==> src/rtl/mux4_sel_arbiter.sv <==
// mux4_sel_arbiter
// Round-robin scheduler that drives the select lines of a downstream 4-to-1 mux.
// Four level-sensitive requests are arbitrated starting after the last winner.
// The winner index is registered onto {s1,s0}, together with a one-hot grant
// and a valid flag. A slice counter stops a channel from holding the mux
// forever while other channels are waiting. Every release is followed by
// exactly one idle cycle before the next grant.
module mux4_sel_arbiter #(
    parameter int MAX_SLICE = 8,  // grant cycles allowed while others wait (1 .. 2**CNT_W)
    parameter int CNT_W     = 4   // slice counter width
) (
    input  logic       clk,
    input  logic       rst,
    input  logic [3:0] req,
    input  logic       done,
    output logic       s0,
    output logic       s1,
    output logic [3:0] grant,
    output logic       valid
);

    typedef enum logic {
        IDLE  = 1'b0,
        GRANT = 1'b1
    } state_t;

    // Terminal count of the slice counter. The counter also saturates here
    // when the holder is the only requester.
    localparam logic [CNT_W-1:0] SLICE_LAST = CNT_W'(MAX_SLICE - 1);

    state_t           state_q, state_d;
    logic [1:0]       ptr_q,   ptr_d;    // last winner; the search starts one past it
    logic [CNT_W-1:0] cnt_q,   cnt_d;    // grant cycles already used by the holder
    logic [1:0]       sel_q,   sel_d;    // registered mux select {s1,s0}
    logic [3:0]       grant_q, grant_d;
    logic             valid_q, valid_d;

    logic [1:0]       win_idx;
    logic             others_req;
    logic             rel_now;

    // Rotating priority search: ptr+1, ptr+2, ptr+3, ptr+4 (mod 4). The first set bit wins.
    always_comb begin
        logic       found;
        logic [1:0] idx;
        // NOTE: every variable written in a combinational block gets a default
        // first, so no path leaves it unassigned and no latch is inferred.
        found   = 1'b0;
        win_idx = ptr_q;
        idx     = ptr_q;
        for (int i = 1; i <= 4; i++) begin
            idx = ptr_q + 2'(i);
            if (!found && req[idx]) begin
                found   = 1'b1;
                win_idx = idx;
            end
        end
    end

    // Release conditions for the current holder. The holder is always ptr_q while in GRANT.
    always_comb begin
        others_req = |(req & ~grant_q);
        rel_now    = done || !req[ptr_q] || ((cnt_q == SLICE_LAST) && others_req);
    end

    // State register plus all registered datapath and outputs; async reset clears everything.
    always_ff @(posedge clk or posedge rst) begin
        if (rst) begin
            state_q <= IDLE;
            ptr_q   <= 2'd3;
            cnt_q   <= '0;
            sel_q   <= 2'b00;
            grant_q <= 4'b0000;
            valid_q <= 1'b0;
        end else begin
            // NOTE: sequential state uses non-blocking assignments, so every
            // register samples the values from before the edge and the result
            // does not depend on the order of the statements.
            state_q <= state_d;
            ptr_q   <= ptr_d;
            cnt_q   <= cnt_d;
            sel_q   <= sel_d;
            grant_q <= grant_d;
            valid_q <= valid_d;
        end
    end

    // Next-state logic: leave IDLE on any request. Leave GRANT on any release
    // cause. Several causes in the same cycle still give a single transition.
    always_comb begin
        state_d = state_q;
        case (state_q)
            IDLE:    if (|req)   state_d = GRANT;
            GRANT:   if (rel_now) state_d = IDLE;
            default: state_d = IDLE;
        endcase
    end

    // Output and datapath next values. Outputs only change on an arbitration
    // or a release. The select lines keep their last value across the gap.
    always_comb begin
        ptr_d   = ptr_q;
        cnt_d   = cnt_q;
        sel_d   = sel_q;
        grant_d = grant_q;
        valid_d = valid_q;
        case (state_q)
            IDLE: begin
                if (|req) begin
                    sel_d   = win_idx;
                    grant_d = 4'b0001 << win_idx;
                    valid_d = 1'b1;
                    ptr_d   = win_idx;
                    cnt_d   = '0;
                end else begin
                    grant_d = 4'b0000;
                    valid_d = 1'b0;
                end
            end
            GRANT: begin
                if (rel_now) begin
                    grant_d = 4'b0000;
                    valid_d = 1'b0;
                    cnt_d   = '0;
                end else if (cnt_q != SLICE_LAST) begin
                    cnt_d = cnt_q + 1'b1;
                end
            end
            default: begin
                grant_d = 4'b0000;
                valid_d = 1'b0;
                cnt_d   = '0;
            end
        endcase
    end

    assign s0    = sel_q[0];
    assign s1    = sel_q[1];
    assign grant = grant_q;
    assign valid = valid_q;

endmodule

==> config.mk <==
export PLATFORM = sky130hd
export DESIGN_NAME = mux4_sel_arbiter
export DESIGN_NICKNAME = d
export VERILOG_FILES = /design/src/rtl/mux4_sel_arbiter.sv
export SDC_FILE = /design/constraint.sdc
export NUM_CORES = 1
export LEC_CHECK = 0
export BUFFER_PORTS_ARGS = -buffer_cell sky130_fd_sc_hd__buf_2
export CORE_UTILIZATION = 35
export DETAILED_ROUTE_END_ITERATION = 12
export GPL_ROUTABILITY_DRIVEN = 0
export PLACE_DENSITY = 0.57
export SETUP_SLACK_MARGIN = 0.5
export SYNTH_ARGS = -nofsm -noshare
export SYNTH_HDL_FRONTEND = slang
export SYNTH_SLANG_ARGS = --single-unit
==> constraint.sdc <==
create_clock -name clk -period 2.1 [get_ports clk]
set_input_delay 0 -clock clk [delete_from_list [all_inputs] [get_ports clk]]
set_output_delay 0 -clock clk [all_outputs]
set_load 0.02 [all_outputs]
Word level (Yosys, flattened, before mapping):

Cells that the tools add are included.

* logic and storage cells: 64
* register bits after elaboration: 14

* bitwise gates (word level): 3
* reduce and logical (&&, ||, !) cells: 14
* equality and inequality tests: 5
* add/subtract/negate cells: 4
* magnitude comparators: 4
* muxes and demuxes: 27
* shift operators: 1

Operators with widths (count)
* 2-to-1 mux 4 bit: 5
* one-hot mux 4 bit (2 select lines): 2
* less-than comparator 2 x 3 -> 1 bit (second input constant): 4
* 2-to-1 mux 1 bit: 10
* binary-select mux 1 bit (select 2 bit): 4
* 2-to-1 mux 2 bit: 4
* OR reduction 4 bit: 2
* adder 2 bit (second input constant): 2
* adder 4 x 1 -> 4 bit (second input constant): 1
* AND 4 bit: 1
* == test 4 x 3 -> 1 bit (second input constant): 1
* logical AND 1 bit: 4
* zero test 1 bit: 4
* inequality test 4 x 3 -> 1 bit (second input constant): 1
* inverter 4 bit: 1
* one-hot mux 1 bit (2 select lines): 2
* AND reduction 2 bit: 2
* << shifter 1 x 2 -> 4 bit (first input constant): 1
* inequality test 3 x 1 -> 1 bit (second input constant): 1
* adder 2 x 1 -> 2 bit (second input constant): 1
* logical OR 1 bit: 2
* inequality test 2 x 1 -> 1 bit (second input constant): 1
* inequality test 2 bit (second input constant): 1
* inverter 1 bit: 1

Logic depth before layout (Yosys ltp):

* word-level depth: 16
* gate-level depth with buffers: 6
* depth with buffers taken out: 5

Worst setup path after synthesis:

Ideal clock, no wire load.

* path type: register to register
* start point: register ptr_q[1]
* end point: register cnt_q[0]
* setup slack: 0.242 ns
* arrival time: 1.732 ns
* period minus slack after synthesis: 1.858 ns
* buffers on the path: 2
* stages on the path, launching flop included: 6
* path through: dfstp_2 buf_6 mux4_2 and3_1 buf_6 a221o_1

* longest elaborated chain between the ends: 7

RTL lines
* from (decl): line 32 `logic [1:0] ptr_q, ptr_d;`
* from (signal assigned): line 80 `ptr_q <= ptr_d;`
* binary-select mux 1 bit (select 2 bit) (*): line 63 `rel_now = done || !req[ptr_q] || ((cnt_q == SLICE_LAST) && others_req);`
* 2-to-1 mux 1 bit (implied by the code) (*): line 63
* zero test 1 bit (*): line 63
* logical OR 1 bit (*) (2 in a row): line 63
* 2-to-1 mux 4 bit or inequality test 3 x 1 -> 1 bit (tied branches)
* one-hot mux 4 bit (2 select lines) or AND reduction 2 bit (tied branches)
* to (signal assigned): line 81 `cnt_q <= cnt_d;`
* to (decl): line 33 `logic [CNT_W-1:0] cnt_q, cnt_d;`

Mark *: on every way between the ends. The rest lies on a longest branch, timed or not. The select of a mux whose other input is x is not followed.
A chain may end at the register's enable or synchronous reset.

Worst setup path in the final report:

* start point: register ptr_q[1]
* end point: register cnt_q[1]

The elaborated chain is that of the path after synthesis.

==> impl_metrics.csv <==
group,metric,value,unit
synthesis,synth_async_sr_flop_share,1.00,
critical_path,path_max_fanout,5,
synthesis,yosysWarnings,0,
floorplanning,num_io_pins,14,
synthesis,ys.flop_type,"dfrtp_1",
grt,grt_max_degree,15,
pwr,p_leak,0.417,nW
pwr,p_comb_frac,0.462,
floorplanning,die_w,48.9,um
critical_path,path_delay_family,"flip-flops",
synthesis,netlist_instances,74,
sta,hold_violations,0,
sta,tightest_slew,0.541,ns
pwr,vdd_drop_max,561,uV
synthesis,synth-edff-count,0,
grt,grt-ovfl-total,0,
floorplanning,core_region_area,2020,um^2
drt,postRouteWirelength,1740,um
critical_path,cp-end-kind,"flop",
grt,grt_use_total,0.172,
worst_hold_path,hp-class,"in2reg",
floorplanning,die_h,48.9,um
synthesis,ys_seq_elements,14,
grt,grt_pass1_wl,3110,um
sta,setup_violations,0,
placement,port_buffers,13,
pwr,clkPwrFrac,0.134,
critical_path,crit_buf_inv,0,
drt,post_drt_wl_per_cell,14.6,um
grt,grt_pass1_vias,660,
critical_path,crit_chain,"mux4_2 > and3_4 > a221o_1",
drt,drtIter0Drc,8,
outcome,outcome,"finished, final reports clean",
synthesis,syn_nets,82,
drt,detail-route-antenna-nets,0,
critical_path,worst_setup_path_start_kind,"flop",
pwr,p_switching,0.000493,W
sta,relSlewSlack,0.639,
clock_tree,clk_path_buf_depth,2,
critical_path,path_depth,3,
floorplanning,dieArea,2390,um^2
finish,nets,101,
drt,vias,652,
placement,dpl_cell_area,846,um^2
clock_tree,clock_latency,0.28,ns
critical_path,critPathRequiredTime,2.28,ns
sta,skew,0.00991,ns
critical_path,slowest_stage,"dfstp_2",
sta,timing.fmax,581,MHz
critical_path,worstReg2RegStart,"ptr_q[1]",
drt,post-route-drc-count,0,
critical_path,max_stage_delay,0.55,ns
critical_path,r2r_slack,0.38,ns
drt,firstDrtPassIters,4,
synthesis,synth_cell_type_count,32,
pwr,seqPwrFrac,0.405,
sta,setup_tns,0,ns
finish,fin_area,920,um^2
synthesis,syn_avg_cell_area,10.4,um^2
finish,syn_to_final_growth,19.7,%
critical_path,crit_start,"ptr_q[1]",
critical_path,crit_arrival,1.90,ns
clock_tree,clkSlewWorstSetupHoldPaths,0.09,ns
pwr,intPower,0.000697,W
sta,timing.final.crit_share,0.819,
critical_path,criticalPathCategory,"reg2reg",
grt,antenna_found_initial,0,
finish,antenna_cells,0,
critical_path,reg2reg_depth,3,
clock_tree,cts_root_buffer,"clkbuf_4",
sta,timing.final.crit_period,1.72,ns
pwr,switching_share,0.414,
clock_tree,htree_levels,1,
job,cap_viol_max_count,0,
critical_path,endpoint,"cnt_q[1]",
floorplanning,std_cell_rows,16,
drt,viasPerCell,5.48,
clock_tree,cts_tree,"built",
floorplanning,initial_core_util,0.380,
sta,rsz0062_at_grt,"yes",
finish,drive_gt1_frac,0.326,
clock_tree,cts.sinks,14,
clock_tree,cts_buffers,3,
placement,dp_hpwl,1180,um
sta,maxSlewViolCount,0,
critical_path,r2r_end,"cnt_q[1]",
synthesis,syn_area,768,um^2
synthesis,yosysSeqAreaShare,0.459,
pwr,power_density,1290,nW/um^2
[final cells by class]
| cell class | instances | area (um^2) |
|---|---|---|
| timing repair buffer | 16 | 90.1 |
| sequential | 14 | 353 |
| inverter | 3 | 11.3 |
| multi-input combinational | 55 | 405 |
| fill | 200 | 1100 |
| tap | 27 | 33.8 |
| clock buffer | 4 | 26.3 |
[synthesized netlist by cell type, drive strengths merged, types with 2 or more instances]
| library cell | n | share of area |
|---|---|---|
| inv | 3 | 0.015 |
| a32o | 3 | 0.039 |
| buf | 2 | 0.029 |
| dfstp | 2 | 0.068 |
| o2bb2ai | 2 | 0.023 |
| nand3b | 2 | 0.020 |
| and2 | 2 | 0.016 |
| a21o | 2 | 0.021 |
| nor2b | 6 | 0.049 |
| nor2 | 6 | 0.029 |
| nor3 | 2 | 0.013 |
| nand2b | 3 | 0.024 |
| nand2 | 2 | 0.0098 |
| o21a | 2 | 0.020 |
| nand3 | 2 | 0.013 |
| a221o | 2 | 0.026 |
| dfrtp | 12 | 0.39 |
| a21oi | 6 | 0.039 |
[through the flow]
step | utilization | hold WS, ns | instances | power (W) | setup WS [ns]
after floorplan | - | -0.112 | 74 | 0.000862 | 0.250
after global placement | 0.418 | 0.0734 | 111 | 0.000977 | 0.313
after detailed placement | 0.418 | 0.0741 | 111 | 0.000980 | 0.278
after CTS | 0.449 | 0.0346 | 119 | 0.00119 | 0.377
after global routing | 0.455 | 0.0685 | 119 | 0.00128 | 0.344
final | 0.455 | 0.0383 | 119 | 0.00119 | 0.380
[kinds of logic after synthesis]
| kind of cell | share of synthesized area |
|---|---|
| and+or+nand+nor | 0.230 |
| AOI/OAI and AO/OA | 0.204 |
| DFF | 0.459 |
| buffers and inverters | 0.0489 |
| muxes | 0.0423 |
| adders and majority gates | 0.0163 |
[timing repair]
item	CTS	global route
setup buffers	2	0
hold buffers	1	0
pin swaps	2	3
hold endpoints to repair	12	0
cloned	1	0
endpoints found under the setup margin	10	11
gates resized for setup	1	3
[worst register-to-register path, delay by kind of cell, from the launching register on]
family | cells | cell delay [ns]
multiplexers | 1 | 0.55
AO/OA/AOI/OAI | 1 | 0.29
flip-flops | 1 | 0.55
AND/OR/NAND/NOR | 1 | 0.23
[power groups by stage]
stage          combinational (W)  clock (W)  sequential [W]
2_1_floorplan           0.000332          0        0.000531
3_3_place_gp            0.000482          0        0.000495
3_5_place_dp            0.000486          0        0.000494
4_1_cts                 0.000545   0.000167        0.000477
5_1_grt                 0.000604   0.000183        0.000493
6_report                0.000550   0.000159        0.000481
[per-layer routing]
layer	global-route usage	wire length, um
met1	0.217	784
met2	0.264	840
met3	0.0530	80
met4	0.0882	36
met5	0	0
[sequential cells by signal, indices dropped and copies added, names as in the netlist]
| register | flops |
|---|---|
| valid | 1 |
| grant | 4 |
| sel_q | 2 |
| ptr_q | 2 |
| cnt_q | 4 |
| state_q | 1 |
[cell usage in the layout (no fill, tap or decap), types with 2 or more instances in the layout]
cell type / count
a21oi_1: 5
a221o_1: 2
a32o_1: 3
and2_1: 2
buf_2: 13
buf_4: 2
clkbuf_4: 3
dfrtp_1: 12
dfstp_2: 2
inv_1: 3
nand2_1: 2
nand2b_1: 3
nand3_1: 2
nand3b_1: 2
nor2_1: 5
nor2b_1: 6
nor3_1: 2
o21a_1: 2
o2bb2ai_1: 2
[how the worst min path moves through the flow]
stage,startpoint,end,slack (ns),depth (start not counted)
2_1_floorplan,rst,cnt_q[0],-0.11,1
3_3_place_gp,rst,valid,0.07,2
3_5_place_dp,rst,valid,0.07,2
4_1_cts,done,cnt_q[2],0.03,4
5_1_grt,done,cnt_q[2],0.07,4
6_report,done,cnt_q[2],0.04,4
(Power assumes the default switching activity.)
